`config.mk`:
```
export PLATFORM = sky130hd
export DESIGN_NAME = seq_alu
export DESIGN_NICKNAME = d
export VERILOG_FILES = /design/src/rtl/seq_alu.sv
export SDC_FILE = /design/constraint.sdc
export NUM_CORES = 1
export LEC_CHECK = 0
export ABC_AREA = 1
export CAP_MARGIN = 20
export CORE_UTILIZATION = 40
export CTS_BUF_LIST = sky130_fd_sc_hd__clkbuf_8 sky130_fd_sc_hd__clkbuf_16
export DETAILED_ROUTE_END_ITERATION = 8
export HOLD_SLACK_MARGIN = 0.05
export PLACE_DENSITY = 0.72
export RECOVER_POWER = 100
export SLEW_MARGIN = 20
export SYNTH_ARGS = -nofsm -noshare
export SYNTH_HDL_FRONTEND = slang
export SYNTH_SLANG_ARGS = --single-unit
```
`constraint.sdc`:
```
create_clock -name clk -period 1.9 [get_ports clk]
set_input_delay 0.38 -clock clk [delete_from_list [all_inputs] [get_ports clk]]
set_output_delay 0.38 -clock clk [all_outputs]
set_load 0.01 [all_outputs]
```
`src/rtl/seq_alu.sv`:
```
// seq_alu: multi-cycle integer execution unit for the execute stage.
// Single-cycle ops finish on the accept edge; shifts run serially, one bit
// per cycle, so no barrel shifter is needed. Valid/ready on both sides.
module seq_alu #(
  parameter int DATA_WIDTH     = 32,
  parameter int ALU_CTRL_WIDTH = 4,
  parameter int SHAMT_WIDTH    = 5
) (
  input  logic                      clk,
  input  logic                      rst,
  input  logic                      in_valid,
  output logic                      in_ready,
  input  logic [ALU_CTRL_WIDTH-1:0] ALUControl,
  input  logic [DATA_WIDTH-1:0]     SrcA,
  input  logic [DATA_WIDTH-1:0]     SrcB,
  output logic                      out_valid,
  input  logic                      out_ready,
  output logic [DATA_WIDTH-1:0]     ALUResult,
  output logic                      Zero
);

  localparam logic [ALU_CTRL_WIDTH-1:0] OP_SUB  = ALU_CTRL_WIDTH'(1);
  localparam logic [ALU_CTRL_WIDTH-1:0] OP_SLL  = ALU_CTRL_WIDTH'(2);
  localparam logic [ALU_CTRL_WIDTH-1:0] OP_SLT  = ALU_CTRL_WIDTH'(3);
  localparam logic [ALU_CTRL_WIDTH-1:0] OP_SLTU = ALU_CTRL_WIDTH'(4);
  localparam logic [ALU_CTRL_WIDTH-1:0] OP_XOR  = ALU_CTRL_WIDTH'(5);
  localparam logic [ALU_CTRL_WIDTH-1:0] OP_SRL  = ALU_CTRL_WIDTH'(6);
  localparam logic [ALU_CTRL_WIDTH-1:0] OP_SRA  = ALU_CTRL_WIDTH'(7);
  localparam logic [ALU_CTRL_WIDTH-1:0] OP_OR   = ALU_CTRL_WIDTH'(8);
  localparam logic [ALU_CTRL_WIDTH-1:0] OP_AND  = ALU_CTRL_WIDTH'(9);
  localparam logic [ALU_CTRL_WIDTH-1:0] OP_PASSB = ALU_CTRL_WIDTH'(11);

  typedef enum logic [1:0] {IDLE, SHIFT, DONE} state_t;
  typedef enum logic [1:0] {SH_LL, SH_RL, SH_RA} shift_kind_t;

  state_t                  state_q, state_d;
  shift_kind_t             kind_q;
  logic [SHAMT_WIDTH-1:0]  cnt_q;
  logic [DATA_WIDTH-1:0]   res_q;
  logic                    zero_q;
  logic                    fill_q;

  logic [SHAMT_WIDTH-1:0]  shamt;
  logic                    is_shift;
  logic                    accept;
  logic                    start_shift;
  logic [DATA_WIDTH-1:0]   alu_res;
  logic [DATA_WIDTH-1:0]   shift_step;

  assign shamt       = SrcB[SHAMT_WIDTH-1:0];
  assign is_shift    = (ALUControl == OP_SLL) || (ALUControl == OP_SRL) ||
                       (ALUControl == OP_SRA);
  assign in_ready    = (state_q == IDLE) || ((state_q == DONE) && out_ready);
  assign accept      = in_valid && in_ready;
  assign start_shift = accept && is_shift && (shamt != '0);
  assign out_valid   = (state_q == DONE);
  assign ALUResult   = res_q;
  assign Zero        = zero_q;

  // Single-cycle result; shift codes only land here with shamt=0, so they pass SrcA.
  always_comb begin
    alu_res = SrcA + SrcB;
    case (ALUControl)
      OP_SUB:   alu_res = SrcA - SrcB;
      OP_SLL,
      OP_SRL,
      OP_SRA:   alu_res = SrcA;
      OP_SLT:   alu_res = {{(DATA_WIDTH-1){1'b0}}, ($signed(SrcA) < $signed(SrcB))};
      OP_SLTU:  alu_res = {{(DATA_WIDTH-1){1'b0}}, (SrcA < SrcB)};
      OP_XOR:   alu_res = SrcA ^ SrcB;
      OP_OR:    alu_res = SrcA | SrcB;
      OP_AND:   alu_res = SrcA & SrcB;
      OP_PASSB: alu_res = SrcB;
      default:  alu_res = SrcA + SrcB;
    endcase
  end

  // One-bit step of the serial shifter applied to the accumulator.
  always_comb begin
    shift_step = res_q;
    case (kind_q)
      SH_LL:   shift_step = res_q << 1;
      SH_RL:   shift_step = res_q >> 1;
      default: shift_step = {fill_q, res_q[DATA_WIDTH-1:1]};
    endcase
  end

  // Next-state logic; DONE can accept a new op in the cycle its result is taken.
  always_comb begin
    state_d = state_q;
    case (state_q)
      IDLE: begin
        if (accept) state_d = start_shift ? SHIFT : DONE;
      end
      SHIFT: begin
        if (cnt_q == SHAMT_WIDTH'(1)) state_d = DONE;
      end
      DONE: begin
        if (out_ready) state_d = accept ? (start_shift ? SHIFT : DONE) : IDLE;
      end
      default: state_d = IDLE;
    endcase
  end

  // State register.
  always_ff @(posedge clk or posedge rst) begin
    if (rst) state_q <= IDLE;
    else     state_q <= state_d;
  end

  // Result/accumulator, shift counter and Zero; result holds while DONE stalls.
  always_ff @(posedge clk or posedge rst) begin
    if (rst) begin
      res_q  <= '0;
      zero_q <= 1'b0;
      cnt_q  <= '0;
      kind_q <= SH_LL;
      fill_q <= 1'b0;
    end else if (accept) begin
      if (start_shift) begin
        res_q  <= SrcA;
        zero_q <= 1'b0;
        cnt_q  <= shamt;
        fill_q <= SrcA[DATA_WIDTH-1];
        kind_q <= (ALUControl == OP_SLL) ? SH_LL :
                  (ALUControl == OP_SRL) ? SH_RL : SH_RA;
      end else begin
        res_q  <= alu_res;
        zero_q <= (alu_res == '0);
      end
    end else if (state_q == SHIFT) begin
      res_q <= shift_step;
      cnt_q <= cnt_q - SHAMT_WIDTH'(1);
      if (cnt_q == SHAMT_WIDTH'(1)) zero_q <= (shift_step == '0);
    end
  end

endmodule

```
Word-level counts from Yosys, hierarchy flattened

Index checks and enable logic that the tools add are counted.

Memories kept: 0
Memory bits (read-only): 0
Memory bits (writable): 0
Output and inout port bits: 35
Latch bits: 0
Input port bits: 72
Flip-flop bits (word level): 43
Logic and storage cells: 71

$mul: 0
Add/sub/neg operators: 3
Shifts and indexed selects: 0
Bitwise operators: 3
Equal/unequal tests: 18
Multiplexer cells: 20
Div/mod/pow operators: 0
Reductions and logical operators: 19
Magnitude comparators: 2

Operators with widths:

| operator                                         | number |
|---|---|
| one-hot mux 32 bit (8 select lines)              | 1 |
| two-way mux 32 bit                               | 3 |
| zero test 32 bit                                 | 2 |
| < comparator 32 bit                              | 2 |
| one-hot mux 32 bit (2 select lines)              | 1 |
| adder 32 bit                                     | 1 |
| bitwise AND 32 bit                               | 1 |
| bitwise OR 32 bit                                | 1 |
| subtractor 32 bit                                | 1 |
| XOR 32 bit                                       | 1 |
| == test 4 x 3 -> 1 bit, second input constant    | 4 |
| two-way mux 5 bit                                | 3 |
| two-way mux 2 bit                                | 7 |
| == test 4 bit, second input constant             | 3 |
| == test 4 x 2 -> 1 bit, second input constant    | 2 |
| one-hot mux 2 bit (3 select lines)               | 1 |
| AND reduction 2 bit                              | 3 |
| == test 5 x 1 -> 1 bit, second input constant    | 1 |
| nonzero test 5 bit                               | 1 |
| subtractor 5 x 1 -> 5 bit, second input constant | 1 |
| == test 2 x 1 -> 1 bit, second input constant    | 2 |
| == test 4 x 1 -> 1 bit, second input constant    | 1 |
| logical AND 1 bit                                | 4 |
| zero test 2 bit                                  | 2 |
| other kinds (8)                                  | 16 |

Logic depth before layout (Yosys ltp)

Depth after elaboration: 10
Gate-level depth with buffers: 22
Mapped depth without buffers: 22

Worst setup path after synthesis

Ideal clock, no wire load.

Path type: input port to flip-flop
Start: input port SrcA[0]
End: register zero_q (netlist: Zero)
Buffers on the path: 0
Setup time: 0.077 ns
Arrival time: 2.229 ns
Stages: 20
Data required time: 1.823 ns
Path slack: -0.406 ns
Cells stage by stage: ha_1 -> inv_1 -> fa_1 -> inv_1 -> nand2_1 -> nand2_1 -> nand3_1 -> nand2_1 -> nand2_1 -> nand2_1 -> nand2_1 -> nand3_1 -> nand3_1 -> nor2_1 -> nand2_1 -> nor2_1 -> nand2_1 -> nor2_1 -> nand4_1 -> a21oi_1

Longest elaborated chain between the ends: 5
Elaborated cells between the ends (all ways): 11
Classes of those cells: add/sub (2); order compare (2); mux (3); bitwise (3); reduce/logical (1)

RTL lines:

| what                                  | line | text |
|---|---|---|
| start, declared                       | 14   | `input logic [DATA_WIDTH-1:0] SrcA,` |
| adder 32 bit (tied with other cells)  | 74   | `default: alu_res = SrcA + SrcB;` |
| one-hot mux 32 bit (8 select lines) * | 63   | `case (ALUControl)` |
| zero test 32 bit *                    | 129  | `zero_q <= (alu_res == '0);` |
| two-way mux 1 bit *                   | 120  | `if (start_shift) begin` |
| two-way mux 1 bit *                   | 119  | `end else if (accept) begin` |
| end signal, assigned                  | 129  |  |
| end signal, assigned                  | 134  | `if (cnt_q == SHAMT_WIDTH'(1)) zero_q <= (shift_step == '0);` |
| end, declared                         | 40   | `logic zero_q;` |

Mark *: on every way between the ends. The rest lies on a longest branch, timed or not.
A chain may end at the register's enable or synchronous reset.

Worst setup path after layout

Start: input port SrcB[5]
End: register zero_q (netlist: Zero)

Longest elaborated chain between the ends: 5
Elaborated cells between the ends (all ways): 11
Classes of those cells: add/sub (2); order compare (2); mux (3); bitwise (3); reduce/logical (1)

RTL lines:

| what                                  | line | text |
|---|---|---|
| start, declared                       | 15   | `input logic [DATA_WIDTH-1:0] SrcB,` |
| adder 32 bit (tied with other cells)  | 74   |  |
| one-hot mux 32 bit (8 select lines) * | 63   |  |
| zero test 32 bit *                    | 129  |  |
| two-way mux 1 bit *                   | 120  |  |
| two-way mux 1 bit *                   | 119  |  |

Marked as above.

==> metrics.log <==
INFO  metric final_nets = 2546
INFO  metric synth.ff_latch_count = 43
INFO  metric finalWorstPathRequiredPeriod = 2989 ps
INFO  metric clock_skew_after_layout = about 3.3 ps
INFO  metric whs = 507.3 ps
INFO  metric floorplan.die_area = between 0.02 and 0.025 mm²
INFO  metric grt_pass1_wl = about 76000 µm
INFO  metric io_pins = roughly 110
INFO  metric placed_area = 0.01457 mm²
INFO  metric ir_worst_vdd = roughly 0.64 mV
INFO  metric mappedNetlistNets = 1943
INFO  metric root_buffer = clkbuf_16
INFO  metric final-instance-count-excl-fill = 2689
INFO  metric ctsHoldBuffers = 0
INFO  metric layout-drive-gt1-share = between 50% and 60%
INFO  metric wl_per_cell = around 22 µm
INFO  metric post-route-worst-setup-slack = -1089 ps
INFO  metric via_count_of_the_first_global_routing_pass = 14500
INFO  metric place.detailed.hpwl = approximately 37000 µm
INFO  metric clock_path_buffers = 2
INFO  metric cts_made_buffers = 5
INFO  metric maxClockFrequency = 334.6 MHz
INFO  metric initial_antenna_violation_count = 4
INFO  metric number_of_enable_flip_flop_cells_after_synthesis = 0
INFO  metric tritoncts = built
INFO  metric clk_transition_reported_paths = 60 ps
INFO  metric ys_types = 40
INFO  metric die_h = approximately 160 µm
INFO  metric core_area = around 0.023 mm²
INFO  metric dp_slack = -1399 ps
INFO  metric postSynth.asyncResetShare = 100.0%
INFO  metric outcome = complete, but fails checks
INFO  metric placement.io_buffers = 106
INFO  metric aggregate_negative_setup_slack = -13690 ps
INFO  metric place.detailed.instances = 2543
INFO  metric min-delay-path-class = in2reg
INFO  metric insertion_delay_of_the_later_clocked_pin_in_the_worst_skew_pair = 290 ps
INFO  metric report.final.hold_viol_count = 0
INFO  metric chipWidth = between 150 and 200 µm
INFO  metric finish.instance_area = 0.01929 mm²
INFO  metric detail-route-antenna-nets = 0
INFO  metric report.final.slew_viol_count = 0
INFO  metric track_usage = 39.98%
INFO  metric cp.arrival = 3210 ps
INFO  metric drt-initial-drc-count = roughly 1600
INFO  metric dr.pass1.iters = 8
INFO  metric globalRouteOverflowTotal = 0
INFO  metric synth-main-ff-cell = dfrtp_1
INFO  metric postSynthAreaPerCell = 5.314 µm²
INFO  metric gpl.final_weighted_congestion = 0.9956
INFO  metric drv_cap = 0
INFO  metric clock_sinks = 43
INFO  metric drc = 0
INFO  metric initial_utilization = 41.19%
INFO  metric netlist_instances = 1771
INFO  metric power.static_leakage = 9.533 nW
INFO  metric max_slew.worst_pin.slew = 688.6 ps
INFO  metric synth.yosys.warnings = 0
INFO  metric critPathKind = in2reg
INFO  metric synth_seq_area_share = between 10% and 20%
INFO  metric setup_viol_count_final = 38
INFO  metric max_slew_margin_vs_limit = 54.10%
INFO  metric area.growth.synth_to_final = 105.0%
INFO  metric final_core_utilization = 84.45%
INFO  metric rows = 55
INFO  metric power.density_cell_area = between 500 and 600 mW/mm²
INFO  metric route.vias.total = 15960
INFO  metric cp-start-kind = primary input
INFO  metric syn-cell-area = between 0.009 and 0.01 mm²
INFO  metric violations_in_the_final_reports = setup timing
INFO  metric crit_fanout = 3
INFO  metric power.total = 11.49 mW
INFO  metric grt_setup_unrepaired = yes
INFO  metric drt-vias-per-instance = 5.933
INFO  metric htreeDepth = 2
INFO  metric worstPathRequired = roughly 2100 ps
INFO  metric worstSetupEndpointType = register
INFO  metric final_min_period_over_clock_period = 157.3%
INFO  metric maximum_number_of_pins_on_one_net_before_global_route_repair = 31
INFO  metric routed_wl = 60070 µm
report_power, final:
| group | internal [mW] | total [mW] | switching [mW] |
|---|---|---|---|
| sequential | 1.31 | 1.68 | 0.367 |
| clock | 0.480 | 0.840 | 0.360 |
| combinational | 3.97 | 8.97 | 5.00 |
worst max-delay path, stage by stage:
cell and delay, ps:
buf_2 130, inv_4 50, buf_4 120, ha_1 210, nand2_1 100, nand2_2 180, inv_1 160, nand2_2 70
nand2_2 110, buf_4 120, nand4_1 90, nand3_1 100, nand3_2 230, nor2_2 220, nand2_1 190, nor2_2 250
nand2_2 120, nor2_4 130, nand4_1 100, a21oi_2 140
routing by layer:
layer	up-vias	global-route usage (%)	wire length, µm
li1	6879	-	-
met4	2	19.19	5530
met5	-	0	13
met3	480	4.680	7414
met2	1200	69.19	26260
met1	7394	49.15	20850
what timing repair did:
item | CTS | global route
cloned | 2 | 4
pin swaps | 282 | 191
gates resized for setup | 833 | 429
setup buffers | 90 | 64
setup endpoints to repair | 43 | 38
cell usage in the layout, fill, tap and decap left out, drive strengths merged, types with 2 or more instances in the layout:
cell           count
a211oi            13
a21o               2
a21oi             78
a22oi              6
a31oi              2
and2               3
buf              576
clkbuf            23
clkdlybuf4s15      8
clkinv             4
clkinvlp           2
dfrtp             43
dlygate4sd2       11
dlygate4sd3       34
dlymetal6s2s       3
fa                 2
ha                98
inv              309
nand2            551
nand3            146
nand3b            10
nand4             23
nor2             193
nor3              30
nor3b              2
nor4               7
o211ai             4
o21a               3
o21ai            133
o21bai             6
o221ai             2
o22ai             40
xor2               2
flip-flops by register name (all words and copies together), names as in the netlist:
name / flops
ALUResult: 32
cnt_q: 5
kind_q: 2
state_q: 2
Zero: 1
fill_q: 1
Yosys cell counts (7+ instances only):
master | instances | area (µm²)
nand3_1 | 146 | 730.7
a21oi_1 | 77 | 385.4
nand4_1 | 23 | 143.9
nand2_1 | 549 | 2061
nor4_1 | 7 | 43.79
nand3b_1 | 10 | 75.07
ha_1 | 98 | 1226
dfrtp_1 | 43 | 1076
nor3_1 | 27 | 135.1
clkbuf_1 | 18 | 67.56
nor2_1 | 190 | 713.2
o22ai_1 | 40 | 250.2
buf_2 | 34 | 170.2
inv_2 | 9 | 33.78
a211oi_1 | 13 | 97.59
inv_1 | 303 | 1137
o21ai_0 | 132 | 660.6
final timing paths:
path,startpoint,endpoint,slack [ps],cells after the start
max reg2reg,state_q[1],Zero,-440,13
max,SrcB[5],Zero,-1090,20
min,SrcB[1],cnt_q[1],510,4
min in group asynchronous,rst,ALUResult[29],550,2
min reg2reg,ALUResult[31],ALUResult[31],530,2
max in group asynchronous,rst,ALUResult[5],320,3
area by class of cell:
class                           instances  area [µm²]
Sequential cell                        43        1076
Inverter                              312        1361
Fill cell                            1350        3553
Timing Repair Buffer                  652        5814
Multi-Input combinational cell       1360       10510
Antenna cell                            1       2.502
Clock inverter                          3       15.01
Clock buffer                            5       125.1
Tap cell                              313       391.6
cells by family after synthesis:
| logic type | synth area share [%] |
|---|---|
| flops | 11.43 |
| simple gates | 42.61 |
| xor+xnor | 0.2792 |
| buf+inv | 15.18 |
| fa+ha+maj | 13.45 |
| compound gates | 17.04 |
Note: power is estimated with default switching activity, not from simulation.
